$ cat src/rtl/pipe_execute_md_pkg.sv
// Shared encodings for the RV32IM execute stage: ALU ops, funct3 values and M-unit states.
package pipe_execute_md_pkg;

    typedef enum logic [3:0] {
        ALU_ADD  = 4'd0,
        ALU_SUB  = 4'd1,
        ALU_AND  = 4'd2,
        ALU_OR   = 4'd3,
        ALU_XOR  = 4'd4,
        ALU_SLT  = 4'd5,
        ALU_SLTU = 4'd6,
        ALU_SLL  = 4'd7,
        ALU_SRL  = 4'd8,
        ALU_SRA  = 4'd9,
        ALU_LUI  = 4'd10
    } alu_op_e;

    localparam logic [2:0] FUNCT3_MUL    = 3'b000;
    localparam logic [2:0] FUNCT3_MULH   = 3'b001;
    localparam logic [2:0] FUNCT3_MULHSU = 3'b010;
    localparam logic [2:0] FUNCT3_MULHU  = 3'b011;
    localparam logic [2:0] FUNCT3_DIV    = 3'b100;
    localparam logic [2:0] FUNCT3_DIVU   = 3'b101;
    localparam logic [2:0] FUNCT3_REM    = 3'b110;
    localparam logic [2:0] FUNCT3_REMU   = 3'b111;

    localparam logic [2:0] FUNCT3_BRANCH_BEQ  = 3'b000;
    localparam logic [2:0] FUNCT3_BRANCH_BNE  = 3'b001;
    localparam logic [2:0] FUNCT3_BRANCH_BLT  = 3'b100;
    localparam logic [2:0] FUNCT3_BRANCH_BGE  = 3'b101;
    localparam logic [2:0] FUNCT3_BRANCH_BLTU = 3'b110;
    localparam logic [2:0] FUNCT3_BRANCH_BGEU = 3'b111;

    typedef enum logic [1:0] {
        MD_IDLE = 2'd0,
        MD_BUSY = 2'd1,
        MD_DONE = 2'd2
    } md_state_e;

endpackage

$ cat src/rtl/pipe_execute_md_muldiv.sv
// Iterative RV32M unit: shift-add multiply (MUL_BITS/cycle) and restoring divide (1 bit/cycle).
// Operands are captured only in IDLE; the result is held in DONE for exactly one cycle.
module pipe_execute_md_muldiv
    import pipe_execute_md_pkg::*;
#(
    parameter int XLEN          = 32,
    parameter int MUL_BITS      = 4,
    parameter int DIV_FAST_ZERO = 1
) (
    input  logic            clk,
    input  logic            rst,
    input  logic            start,
    input  logic            flush,
    input  logic [2:0]      funct3,
    input  logic [XLEN-1:0] a,
    input  logic [XLEN-1:0] b,
    output logic            done,
    output logic [XLEN-1:0] result
);

    localparam int CW = $clog2(XLEN + 1);

    md_state_e         state_q, state_d;
    logic [2*XLEN-1:0] a_q, a_d, acc_q, acc_d;
    logic [XLEN-1:0]   b_q, b_d, result_q, result_d;
    logic [CW-1:0]     cnt_q, cnt_d;
    logic [2:0]        op_q, op_d;
    logic              neg_q, neg_d, sgn_a_q, sgn_a_d;

    logic              signed_a, signed_b, sa, sb, div_zero, div_ovf;
    logic [XLEN-1:0]   ma, mb, fast_res;
    logic [2*XLEN-1:0] mul_sum, prod;
    logic [XLEN:0]     rem_sh, diff;
    logic [XLEN-1:0]   rem_nx, quo_nx, quo_f, rem_f, final_res;

    // Operand classification at accept time.
    always_comb begin
        signed_a = (funct3 == FUNCT3_MUL) || (funct3 == FUNCT3_MULH) || (funct3 == FUNCT3_MULHSU)
                || (funct3 == FUNCT3_DIV) || (funct3 == FUNCT3_REM);
        signed_b = (funct3 == FUNCT3_MUL) || (funct3 == FUNCT3_MULH)
                || (funct3 == FUNCT3_DIV) || (funct3 == FUNCT3_REM);
        sa       = signed_a & a[XLEN-1];
        sb       = signed_b & b[XLEN-1];
        ma       = sa ? -a : a;
        mb       = sb ? -b : b;
        div_zero = (b == '0);
        div_ovf  = ((funct3 == FUNCT3_DIV) || (funct3 == FUNCT3_REM))
                && (a == {1'b1, {(XLEN-1){1'b0}}}) && (b == '1);
        if (funct3[1])
            fast_res = div_zero ? a : '0;
        else
            fast_res = div_zero ? '1 : {1'b1, {(XLEN-1){1'b0}}};
    end

    // One iteration of each datapath, plus sign fix-up of the final values.
    always_comb begin
        mul_sum = acc_q;
        for (int i = 0; i < MUL_BITS; i++) begin
            if (b_q[i])
                mul_sum = mul_sum + (a_q << i);
        end
        rem_sh = {acc_q[XLEN-1:0], b_q[XLEN-1]};
        diff   = rem_sh - {1'b0, a_q[XLEN-1:0]};
        rem_nx = diff[XLEN] ? rem_sh[XLEN-1:0] : diff[XLEN-1:0];
        quo_nx = {b_q[XLEN-2:0], ~diff[XLEN]};
        prod   = neg_q ? -mul_sum : mul_sum;
        quo_f  = neg_q ? -quo_nx : quo_nx;
        rem_f  = sgn_a_q ? -rem_nx : rem_nx;
        if (op_q[2])
            final_res = op_q[1] ? rem_f : quo_f;
        else
            final_res = (op_q == FUNCT3_MUL) ? prod[XLEN-1:0] : prod[2*XLEN-1:XLEN];
    end

    always_comb begin
        state_d  = state_q;
        a_d      = a_q;
        b_d      = b_q;
        acc_d    = acc_q;
        cnt_d    = cnt_q;
        op_d     = op_q;
        neg_d    = neg_q;
        sgn_a_d  = sgn_a_q;
        result_d = result_q;
        case (state_q)
            MD_IDLE: begin
                if (start) begin
                    op_d    = funct3;
                    neg_d   = sa ^ sb;
                    sgn_a_d = sa;
                    acc_d   = '0;
                    if (funct3[2] && (DIV_FAST_ZERO != 0) && (div_zero || div_ovf)) begin
                        result_d = fast_res;
                        state_d  = MD_DONE;
                    end else if (funct3[2]) begin
                        a_d     = {{XLEN{1'b0}}, mb};
                        b_d     = ma;
                        cnt_d   = CW'(XLEN);
                        state_d = MD_BUSY;
                    end else begin
                        a_d     = {{XLEN{1'b0}}, ma};
                        b_d     = mb;
                        cnt_d   = CW'(XLEN / MUL_BITS);
                        state_d = MD_BUSY;
                    end
                end
            end
            MD_BUSY: begin
                if (op_q[2]) begin
                    acc_d = {{XLEN{1'b0}}, rem_nx};
                    b_d   = quo_nx;
                end else begin
                    acc_d = mul_sum;
                    a_d   = a_q << MUL_BITS;
                    b_d   = b_q >> MUL_BITS;
                end
                cnt_d = cnt_q - CW'(1);
                if (cnt_q == CW'(1)) begin
                    result_d = final_res;
                    state_d  = MD_DONE;
                end
            end
            default: state_d = MD_IDLE;
        endcase
        if (flush)
            state_d = MD_IDLE;
    end

    always_ff @(posedge clk or posedge rst) begin
        if (rst) begin
            state_q  <= MD_IDLE;
            a_q      <= '0;
            b_q      <= '0;
            acc_q    <= '0;
            cnt_q    <= '0;
            op_q     <= '0;
            neg_q    <= 1'b0;
            sgn_a_q  <= 1'b0;
            result_q <= '0;
        end else begin
            state_q  <= state_d;
            a_q      <= a_d;
            b_q      <= b_d;
            acc_q    <= acc_d;
            cnt_q    <= cnt_d;
            op_q     <= op_d;
            neg_q    <= neg_d;
            sgn_a_q  <= sgn_a_d;
            result_q <= result_d;
        end
    end

    assign done   = (state_q == MD_DONE);
    assign result = result_q;

endmodule

$ cat src/rtl/pipe_execute_md.sv
// RV32IM execute stage: forwarding, ALU, branch decision/target, and a stalling M unit.
// ALU/branch paths are combinational; M ops hold StallE until their single DONE cycle.
module pipe_execute_md
    import pipe_execute_md_pkg::*;
#(
    parameter int XLEN          = 32,
    parameter int MUL_BITS      = 4,
    parameter int DIV_FAST_ZERO = 1
) (
    input  logic            i_clk,
    input  logic            i_rst,
    input  logic [XLEN-1:0] i_dp_RD1E,
    input  logic [XLEN-1:0] i_dp_RD2E,
    input  logic [XLEN-1:0] i_dp_PCE,
    input  logic [XLEN-1:0] i_dp_ImmExtE,
    input  logic [XLEN-1:0] i_dp_ResultW,
    input  logic [XLEN-1:0] i_dp_ALUResultM,
    input  logic [1:0]      ForwardAE,
    input  logic [1:0]      ForwardBE,
    input  logic            ALUSrcE,
    input  logic [3:0]      i_dp_ALUCtrlE,
    input  logic            i_dp_JumpE,
    input  logic            i_dp_BranchE,
    input  logic            i_dp_MDE,
    input  logic [2:0]      i_dp_funct3E,
    input  logic            i_dp_FlushE,
    output logic [XLEN-1:0] o_dp_ResultE,
    output logic [XLEN-1:0] o_dp_WriteDataE,
    output logic [XLEN-1:0] o_dp_PCTargetE,
    output logic            o_dp_PCSrcE,
    output logic            o_dp_StallE
);

    localparam int SHW = $clog2(XLEN);

    logic [XLEN-1:0] src_a, write_data, src_b, alu_result, md_result;
    logic [SHW-1:0]  shamt;
    logic            take, md_start, md_done;

    always_comb begin
        case (ForwardAE)
            2'd1:    src_a = i_dp_ResultW;
            2'd2:    src_a = i_dp_ALUResultM;
            default: src_a = i_dp_RD1E;
        endcase
        case (ForwardBE)
            2'd1:    write_data = i_dp_ResultW;
            2'd2:    write_data = i_dp_ALUResultM;
            default: write_data = i_dp_RD2E;
        endcase
        src_b = ALUSrcE ? i_dp_ImmExtE : write_data;
        shamt = src_b[SHW-1:0];
    end

    always_comb begin
        case (i_dp_ALUCtrlE)
            ALU_ADD:  alu_result = src_a + src_b;
            ALU_SUB:  alu_result = src_a - src_b;
            ALU_AND:  alu_result = src_a & src_b;
            ALU_OR:   alu_result = src_a | src_b;
            ALU_XOR:  alu_result = src_a ^ src_b;
            ALU_SLT:  alu_result = {{(XLEN-1){1'b0}}, $signed(src_a) < $signed(src_b)};
            ALU_SLTU: alu_result = {{(XLEN-1){1'b0}}, src_a < src_b};
            ALU_SLL:  alu_result = src_a << shamt;
            ALU_SRL:  alu_result = src_a >> shamt;
            ALU_SRA:  alu_result = $signed(src_a) >>> shamt;
            ALU_LUI:  alu_result = src_b;
            default:  alu_result = '0;
        endcase
    end

    // Branches compare against the forwarded rs2, never the immediate.
    always_comb begin
        case (i_dp_funct3E)
            FUNCT3_BRANCH_BEQ:  take = (src_a == write_data);
            FUNCT3_BRANCH_BNE:  take = (src_a != write_data);
            FUNCT3_BRANCH_BLT:  take = ($signed(src_a) < $signed(write_data));
            FUNCT3_BRANCH_BGE:  take = !($signed(src_a) < $signed(write_data));
            FUNCT3_BRANCH_BLTU: take = (src_a < write_data);
            FUNCT3_BRANCH_BGEU: take = !(src_a < write_data);
            default:            take = 1'b0;
        endcase
    end

    assign md_start = i_dp_MDE & ~i_dp_FlushE;

    pipe_execute_md_muldiv #(
        .XLEN          (XLEN),
        .MUL_BITS      (MUL_BITS),
        .DIV_FAST_ZERO (DIV_FAST_ZERO)
    ) u_muldiv (
        .clk    (i_clk),
        .rst    (i_rst),
        .start  (md_start),
        .flush  (i_dp_FlushE),
        .funct3 (i_dp_funct3E),
        .a      (src_a),
        .b      (write_data),
        .done   (md_done),
        .result (md_result)
    );

    assign o_dp_StallE     = md_start & ~md_done;
    assign o_dp_ResultE    = md_done ? md_result : alu_result;
    assign o_dp_WriteDataE = write_data;
    assign o_dp_PCTargetE  = i_dp_PCE + i_dp_ImmExtE;
    assign o_dp_PCSrcE     = ~o_dp_StallE & (i_dp_JumpE | (i_dp_BranchE & take));

endmodule

$ cat config.mk
export PLATFORM = sky130hd
export DESIGN_NAME = pipe_execute_md
export DESIGN_NICKNAME = d
export VERILOG_FILES = /design/src/rtl/pipe_execute_md_pkg.sv /design/src/rtl/pipe_execute_md_muldiv.sv /design/src/rtl/pipe_execute_md.sv
export SDC_FILE = /design/constraint.sdc
export NUM_CORES = 2
export LEC_CHECK = 0
export ABC_AREA = 0
export BUFFER_PORTS_ARGS = -buffer_cell sky130_fd_sc_hd__buf_2
export CAP_MARGIN = 20
export CORE_MARGIN = 4
export CORE_UTILIZATION = 35
export CTS_BUF_LIST = sky130_fd_sc_hd__clkbuf_4 sky130_fd_sc_hd__clkbuf_8
export CTS_CLUSTER_SIZE = 25
export DETAILED_ROUTE_END_ITERATION = 10
export PLACE_DENSITY_LB_ADDON = 0.08
export SETUP_SLACK_MARGIN = 0.05
export SYNTH_ARGS = -nofsm -noshare
export SYNTH_HDL_FRONTEND = slang
export SYNTH_SLANG_ARGS = --single-unit
$ cat constraint.sdc
create_clock -name i_clk -period 27.1 [get_ports i_clk]
set_clock_uncertainty 0.15 [all_clocks]
set_input_delay 1.355 -clock i_clk [delete_from_list [all_inputs] [get_ports i_clk]]
set_output_delay 1.355 -clock i_clk [all_outputs]
set_load 0.02 [all_outputs]
## Word level (Yosys, flattened, before mapping)

Index checks and enable logic that the tools add are counted.
Widths: inputs -> output; s select.

- Register bits after elaboration: 205
- Output and inout port bits: 98
- Word-level logic and storage cells: 152

- $add $sub $neg: 14
- Magnitude comparators: 4
- Equal/unequal tests: 34
- Shifts and indexed selects: 3
- Multiplexer cells: 48
- Bitwise gates (word level): 15
- Reduce and logical (&&, ||, !) cells: 25

Operators by type and width:

| operator | number |
|---|---|
| $mux 32 | 20 |
| $mux 64 | 10 |
| $pmux 32 s11 | 1 |
| $add 64x64->64 | 4 |
| $pmux 32 s2 | 4 |
| $pmux 64 s2 | 2 |
| $lt 32x32->1 | 4 |
| $neg 32->32 | 4 |
| $add 32x32->32 | 2 |
| $eq 32x32->1 const B | 2 |
| $neg 64->64 | 1 |
| $sub 33x32->33 | 1 |
| $and 32x32->32 | 1 |
| $eq 32x32->1 | 1 |
| $logic_not 32->1 | 1 |
| $ne 32x32->1 | 1 |
| $or 32x32->32 | 1 |
| $shl 32x5->32 | 1 |
| $shr 32x5->32 | 1 |
| $sshr 32x5->32 | 1 |
| $sub 32x32->32 | 1 |
| $xor 32x32->32 | 1 |
| $mux 31 | 1 |
| $mux 6 | 3 |
| 33 further kinds | 74 |

## Logic depth before layout (Yosys ltp)

- Depth after elaboration: 14
- Mapped depth: 51

## By module

A second synthesis with hierarchy kept.

- Cell total of the unflattened synthesis: 7679
- Area total of the unflattened synthesis: 51493.1 um^2

By module, submodules not included:

| module | times used | cells an instance | area each (um^2) | sequential area each (um^2) |
|---|---|---|---|---|
| pipe_execute_md_muldiv | 1 | 5561 | 38530.7 | 5129.9 |
| pipe_execute_md | 1 | 2118 | 12962.4 | 0.0 |

## Worst setup path after synthesis

Ideal clock, no wire load.

- Kind: register to register
- From: reg u_muldiv.b_q[0]
- To: reg u_muldiv.result_q[31] (netlist: u_muldiv.result[31])
- Arrival time: 10.974 ns
- Setup slack: 15.837 ns
- Stages on the path, launching flop included: 47
- Buffers on the path: 9
- Path through: dfrtp_1 buf_2 buf_2 buf_1 buf_2 buf_1 clkbuf_1 buf_1 clkbuf_1 buf_1 mux2_2 ha_1 nor2b_1 o2111ai_1 a31o_2 o211ai_4 a211oi_1 a221o_1 [... 11 more ...] ha_1 nand2_1 o21ai_0 a21o_1 a21oi_1 o21ai_0 a22o_1 nor2_1 a21oi_1 a221oi_1 o21ai_0 xnor2_1 mux2_2 or4_1 o41ai_2 xnor3_1 nand2_1 a41oi_2

- Word-level cells in the longest chain between the ends: 13
- Elaborated cells on any way between the ends: 16

RTL lines:

| element | RTL line | text |
|---|---|---|
| from (decl) | pipe_execute_md_muldiv.sv:25 | `logic [XLEN-1:0] b_q, b_d, result_q, result_d;` |
| from (signal assigned) | pipe_execute_md_muldiv.sv:133 | `b_q <= '0;` |
| from (signal assigned) | pipe_execute_md_muldiv.sv:143 | `b_q <= b_d;` |
| $mux 64 | pipe_execute_md_muldiv.sv:59 | `if (b_q[i])` |
| $add 64x64->64 | pipe_execute_md_muldiv.sv:60 | `mul_sum = mul_sum + (a_q << i);` |
| $mux 64 | pipe_execute_md_muldiv.sv:59 |  |
| $add 64x64->64 | pipe_execute_md_muldiv.sv:60 |  |
| $mux 64 | pipe_execute_md_muldiv.sv:59 |  |
| $add 64x64->64 | pipe_execute_md_muldiv.sv:60 |  |
| $mux 64 | pipe_execute_md_muldiv.sv:59 |  |
| $neg 64->64 | pipe_execute_md_muldiv.sv:66 | `prod = neg_q ? -mul_sum : mul_sum;` |
| $mux 64 | pipe_execute_md_muldiv.sv:66 |  |
| $mux 32 | pipe_execute_md_muldiv.sv:72 | `final_res = (op_q == FUNCT3_MUL) ? prod[XLEN-1:0] : prod[2*XLEN-1:XLEN];` |
| $mux 32 * | pipe_execute_md_muldiv.sv:69 | `if (op_q[2])` |
| $mux 32 * | pipe_execute_md_muldiv.sv:118 | `if (cnt_q == CW'(1)) begin` |
| $pmux 32 s2 * | pipe_execute_md_muldiv.sv:85 | `case (state_q)` |
| to (signal assigned) | pipe_execute_md_muldiv.sv:149 | `result_q <= result_d;` |
| to (decl) | pipe_execute_md_muldiv.sv:25 |  |

Every way passes the cells marked *; elsewhere a longest branch is shown, timed or not. The select of a mux whose other input is x is not followed.
A chain may end at the register's enable or synchronous reset.

## Worst setup path in the final report

- From: reg u_muldiv.a_q[0]
- To: reg u_muldiv.result_q[31] (netlist: u_muldiv.result[31])

- Word-level cells in the longest chain between the ends: 14
- Elaborated cells on any way between the ends: 22

RTL lines:

| element | RTL line | text |
|---|---|---|
| from (decl) | pipe_execute_md_muldiv.sv:24 | `logic [2*XLEN-1:0] a_q, a_d, acc_q, acc_d;` |
| from (signal assigned) | pipe_execute_md_muldiv.sv:132 | `a_q <= '0;` |
| from (signal assigned) | pipe_execute_md_muldiv.sv:142 | `a_q <= a_d;` |
| $add 64x64->64 | pipe_execute_md_muldiv.sv:60 |  |
| $mux 64 | pipe_execute_md_muldiv.sv:59 |  |
| $add 64x64->64 | pipe_execute_md_muldiv.sv:60 |  |
| $mux 64 | pipe_execute_md_muldiv.sv:59 |  |
| $add 64x64->64 | pipe_execute_md_muldiv.sv:60 |  |
| $mux 64 | pipe_execute_md_muldiv.sv:59 |  |
| $add 64x64->64 | pipe_execute_md_muldiv.sv:60 |  |
| $mux 64 | pipe_execute_md_muldiv.sv:59 |  |
| $neg 64->64 | pipe_execute_md_muldiv.sv:66 |  |
| $mux 64 | pipe_execute_md_muldiv.sv:66 |  |
| $mux 32 | pipe_execute_md_muldiv.sv:72 |  |
| $mux 32 * | pipe_execute_md_muldiv.sv:69 |  |
| $mux 32 * | pipe_execute_md_muldiv.sv:118 |  |
| $pmux 32 s2 * | pipe_execute_md_muldiv.sv:85 |  |

Marked as above.

==> flow_results.xml <==
<?xml version="1.0" encoding="UTF-8"?>
<metrics>
  <group name="hold_path">
    <metric name="min_path_type" unit="">reg2reg</metric>
  </group>
  <group name="grt">
    <metric name="groute.usage.overall" unit="">0.3670</metric>
    <metric name="antenna_found_initial" unit="">8</metric>
    <metric name="grt_pass1_vias" unit="">54590</metric>
    <metric name="grt.met2_usage" unit="">0.5918</metric>
    <metric name="gr-usage-met3" unit="">0.03926</metric>
    <metric name="grt-ovfl-total" unit="">0</metric>
    <metric name="globalRouteMet1Util" unit="">0.4708</metric>
    <metric name="top_usage_layer" unit="">met2</metric>
    <metric name="grt_start_max_net_pins" unit="">86</metric>
    <metric name="grt_pass1_wl" unit="µm">390500</metric>
  </group>
  <group name="clocking">
    <metric name="cts_root_buf" unit="">sky130_fd_sc_hd__clkbuf_8</metric>
    <metric name="post_cts_buffers" unit="">0</metric>
    <metric name="cts.hold.buffers_added" unit="">0</metric>
    <metric name="tritoncts" unit="">done</metric>
    <metric name="worst_case_clock_buffer_depth" unit="">3</metric>
    <metric name="cts.sinks" unit="">205</metric>
    <metric name="htree_levels" unit="">2</metric>
    <metric name="cts.reportedPaths.clkPinSlew" unit="ns">0.07</metric>
    <metric name="post_cts_resize_count" unit="">0</metric>
    <metric name="tritoncts.num_buffers" unit="">44</metric>
    <metric name="insertion_delay" unit="ns">0.71</metric>
  </group>
  <group name="yosys">
    <metric name="synth_enable_flop_cells" unit="">0</metric>
    <metric name="proportion_of_synthesized_flip_flops_having_asynchronous_set_or_reset" unit="">1.000</metric>
    <metric name="syn-instance-count" unit="">7167</metric>
    <metric name="ys_dominant_reg_cell" unit="">sky130_fd_sc_hd__dfrtp_1</metric>
    <metric name="synth_nets" unit="">7835</metric>
    <metric name="synth.cell_area" unit="µm²">48220</metric>
    <metric name="yosysWarningCount" unit="">0</metric>
    <metric name="synth.ff_latch_count" unit="">205</metric>
    <metric name="netlist-cell-type-count" unit="">120</metric>
    <metric name="post_synth.cell_area_avg" unit="µm²">6.728</metric>
    <metric name="seq_area_frac_synth" unit="">0.1064</metric>
  </group>
  <group name="route">
    <metric name="route.vias.total" unit="">58290</metric>
    <metric name="drt-wirelength-per-cell" unit="µm">30.36</metric>
    <metric name="route.detailed.vias_per_inst" unit="">6.431</metric>
    <metric name="remaining_drc_errors" unit="">0</metric>
    <metric name="antenna_left" unit="">0</metric>
    <metric name="drtPass1Iterations" unit="">9</metric>
    <metric name="postRouteWirelength" unit="µm">275200</metric>
    <metric name="drt_iter0_markers" unit="">6417</metric>
  </group>
  <group name="placement">
    <metric name="portBuffers" unit="">307</metric>
    <metric name="gp_congestion" unit="">1.034</metric>
    <metric name="detailedPlacementHpwl" unit="µm">223100</metric>
  </group>
  <group name="floorplan">
    <metric name="initial_utilization" unit="">0.3542</metric>
    <metric name="die_w" unit="µm">379.2</metric>
    <metric name="floorplan.die_area" unit="µm²">143800</metric>
    <metric name="fp.dieH" unit="µm">379.2</metric>
    <metric name="io-pin-count" unit="">308</metric>
    <metric name="core-area" unit="µm²">136100</metric>
    <metric name="placementRows" unit="">135</metric>
  </group>
  <group name="worst_setup_path">
    <metric name="worstSetupEndpointType" unit="">register</metric>
    <metric name="critPathSlowestCell" unit="">sky130_fd_sc_hd__a221oi_1</metric>
    <metric name="crit_path_max_incr_delay" unit="ns">0.67</metric>
    <metric name="path_max_fanout" unit="">9</metric>
    <metric name="crit_path_frequent_cell" unit="">sky130_fd_sc_hd__o21ai_0</metric>
    <metric name="data_required_time_of_the_critical_path" unit="ns">27.43</metric>
    <metric name="path_class" unit="">reg2reg</metric>
    <metric name="worstPathArrival" unit="ns">14.56</metric>
    <metric name="worstSetupStartpointType" unit="">register</metric>
  </group>
  <group name="cells_and_area">
    <metric name="signed_area_change_from_the_synthesized_netlist_to_the_final_layout" unit="%">9.419</metric>
    <metric name="fin_nets" unit="">7914</metric>
    <metric name="layout-drive-gt1-share" unit="">0.1081</metric>
  </group>
  <group name="sta">
    <metric name="timing_hold_violations_final" unit="">0</metric>
    <metric name="worst_pin_slew" unit="ns">1.256</metric>
    <metric name="setup_violations" unit="">0</metric>
    <metric name="slew_violations" unit="">0</metric>
    <metric name="max_clock_freq" unit="MHz">70.31</metric>
    <metric name="finalSetupTns" unit="ns">0</metric>
    <metric name="final_min_period_over_clock_period" unit="">0.5248</metric>
    <metric name="slew_headroom" unit="">0.1536</metric>
    <metric name="rsz0062_at_grt" unit="">no</metric>
    <metric name="timing.final.crit_period" unit="ns">14.22</metric>
  </group>
  <group name="run_status">
    <metric name="run_status" unit="">complete, no violations</metric>
  </group>
  <group name="run">
    <metric name="timing.max_cap.violations" unit="">0</metric>
  </group>
</metrics>
layout make-up:
type / count / area [µm²]
antenna: 1 / 2.502
clock buffer: 66 / 833.3
clock inverter: 16 / 193.9
fill: 14780 / 83380
inverter: 292 / 1104
multi-input combinational: 6223 / 40420
sequential: 205 / 5147
tap: 1781 / 2228
timing repair buffer: 480 / 2831
kinds of logic after synthesis:
kind of cell               count (synthesis)  share of synthesized area
xor gates and xnor gates                 389                    0.07094
muxes                                    191                    0.04178
DFF                                      205                     0.1064
adders and majority gates                458                     0.1201
AOI/OAI and AO/OA                       2711                     0.3659
and+or+nand+nor                         2474                     0.2364
buffers and inverters                    739                    0.05849
cell usage in the layout (no fill, tap or decap), types with 109 or more instances in the layout:
cell type,n
sky130_fd_sc_hd__dfrtp_1,199
sky130_fd_sc_hd__inv_1,279
sky130_fd_sc_hd__a21oi_1,702
sky130_fd_sc_hd__nor2_1,693
sky130_fd_sc_hd__buf_4,172
sky130_fd_sc_hd__nor3_1,189
sky130_fd_sc_hd__mux2i_1,109
sky130_fd_sc_hd__nand2_1,844
sky130_fd_sc_hd__xor2_1,116
sky130_fd_sc_hd__buf_2,307
sky130_fd_sc_hd__a211oi_1,146
sky130_fd_sc_hd__ha_1,449
sky130_fd_sc_hd__a21o_1,153
sky130_fd_sc_hd__nand3_1,142
sky130_fd_sc_hd__xnor2_1,272
sky130_fd_sc_hd__o21ai_0,649
final timing paths:
path,slack [ns],from,to,cells after the start
worst min-delay path,0.34,u_muldiv.result[3]$_DFFE_PP0P_,u_muldiv.result[3]$_DFFE_PP0P_,2
max in group asynchronous,24.98,i_rst,u_muldiv.a_q[48]$_DFFE_PP0P_,3
min in group asynchronous,0.48,i_rst,u_muldiv.cnt_q[1]$_DFFE_PP0P_,2
worst max-delay path,12.88,u_muldiv.a_q[0]$_DFFE_PP0P_,u_muldiv.result[31]$_DFFE_PP0P_,47
worst max register to register,12.88,u_muldiv.a_q[0]$_DFFE_PP0P_,u_muldiv.result[31]$_DFFE_PP0P_,47
worst min register to register,0.34,u_muldiv.result[3]$_DFFE_PP0P_,u_muldiv.result[3]$_DFFE_PP0P_,2
state kept, by name, summed over array words and instances (netlist names):
| signal | flops |
|---|---|
| u_muldiv.a_q | 64 |
| u_muldiv.acc_q | 64 |
| u_muldiv.b_q | 32 |
| u_muldiv.result | 32 |
| u_muldiv.cnt_q | 6 |
| u_muldiv.op_q | 3 |
| u_muldiv.state_q | 2 |
| u_muldiv.neg_q | 1 |
| u_muldiv.sgn_a_q | 1 |
synthesized netlist by cell type (all sizes together) (61+ instances only):
master,count,area share
a21o,154,0.024
o211ai,109,0.017
ha,450,0.12
nand2b,69,0.0090
a221oi,63,0.012
a31oi,106,0.014
nor2,700,0.055
nor3,193,0.020
o21ai,697,0.073
xnor2,272,0.049
o31ai,73,0.011
mux2,82,0.019
a22o,61,0.011
a211oi,150,0.024
a22oi,65,0.010
clkbuf,367,0.029
nand4,101,0.013
o21a,79,0.012
dfrtp,205,0.11
nand2,844,0.066
xor2,116,0.021
or3,76,0.010
mux2i,109,0.023
nand3,142,0.015
a21oi,707,0.074
inv,284,0.022
buf,80,0.0072
stage by stage:
step	util	setup slack (ns)	instances	instance area (µm²)	hold slack, ns
after global routing	0.3875	11.80	9064	52760	0.3667
after CTS	0.3875	13.08	9063	52760	0.3385
after detailed placement	0.3800	13.22	8981	51730	0.3258
after floorplan	-	15.84	7167	48220	0.2997
final	0.3875	12.88	9064	52760	0.3385
after global placement	0.3799	13.26	8979	51720	0.3162
metal layers:
layer / up-vias / share of wire
met4: 12 / 0.073
met2: 2900 / 0.44
met3: 580 / 0.069
met1: 28000 / 0.41
li1: 26810 / -
met5: - / 0.00028
worst max-delay path: cells and delay by family (launching register included):
kind	cells	cell delay [ns]
AOI/OAI and AO/OA	25	6.96
and+or+nand+nor	10	3.11
adders and majority gates	5	2.05
xor gates and xnor gates	3	0.58
DFF	1	0.50
muxes	1	0.31
buffers and inverters	3	0.30
Power is not shown: default switching activity piles up to over one toggle a cycle in this logic, so the estimate is an artifact.
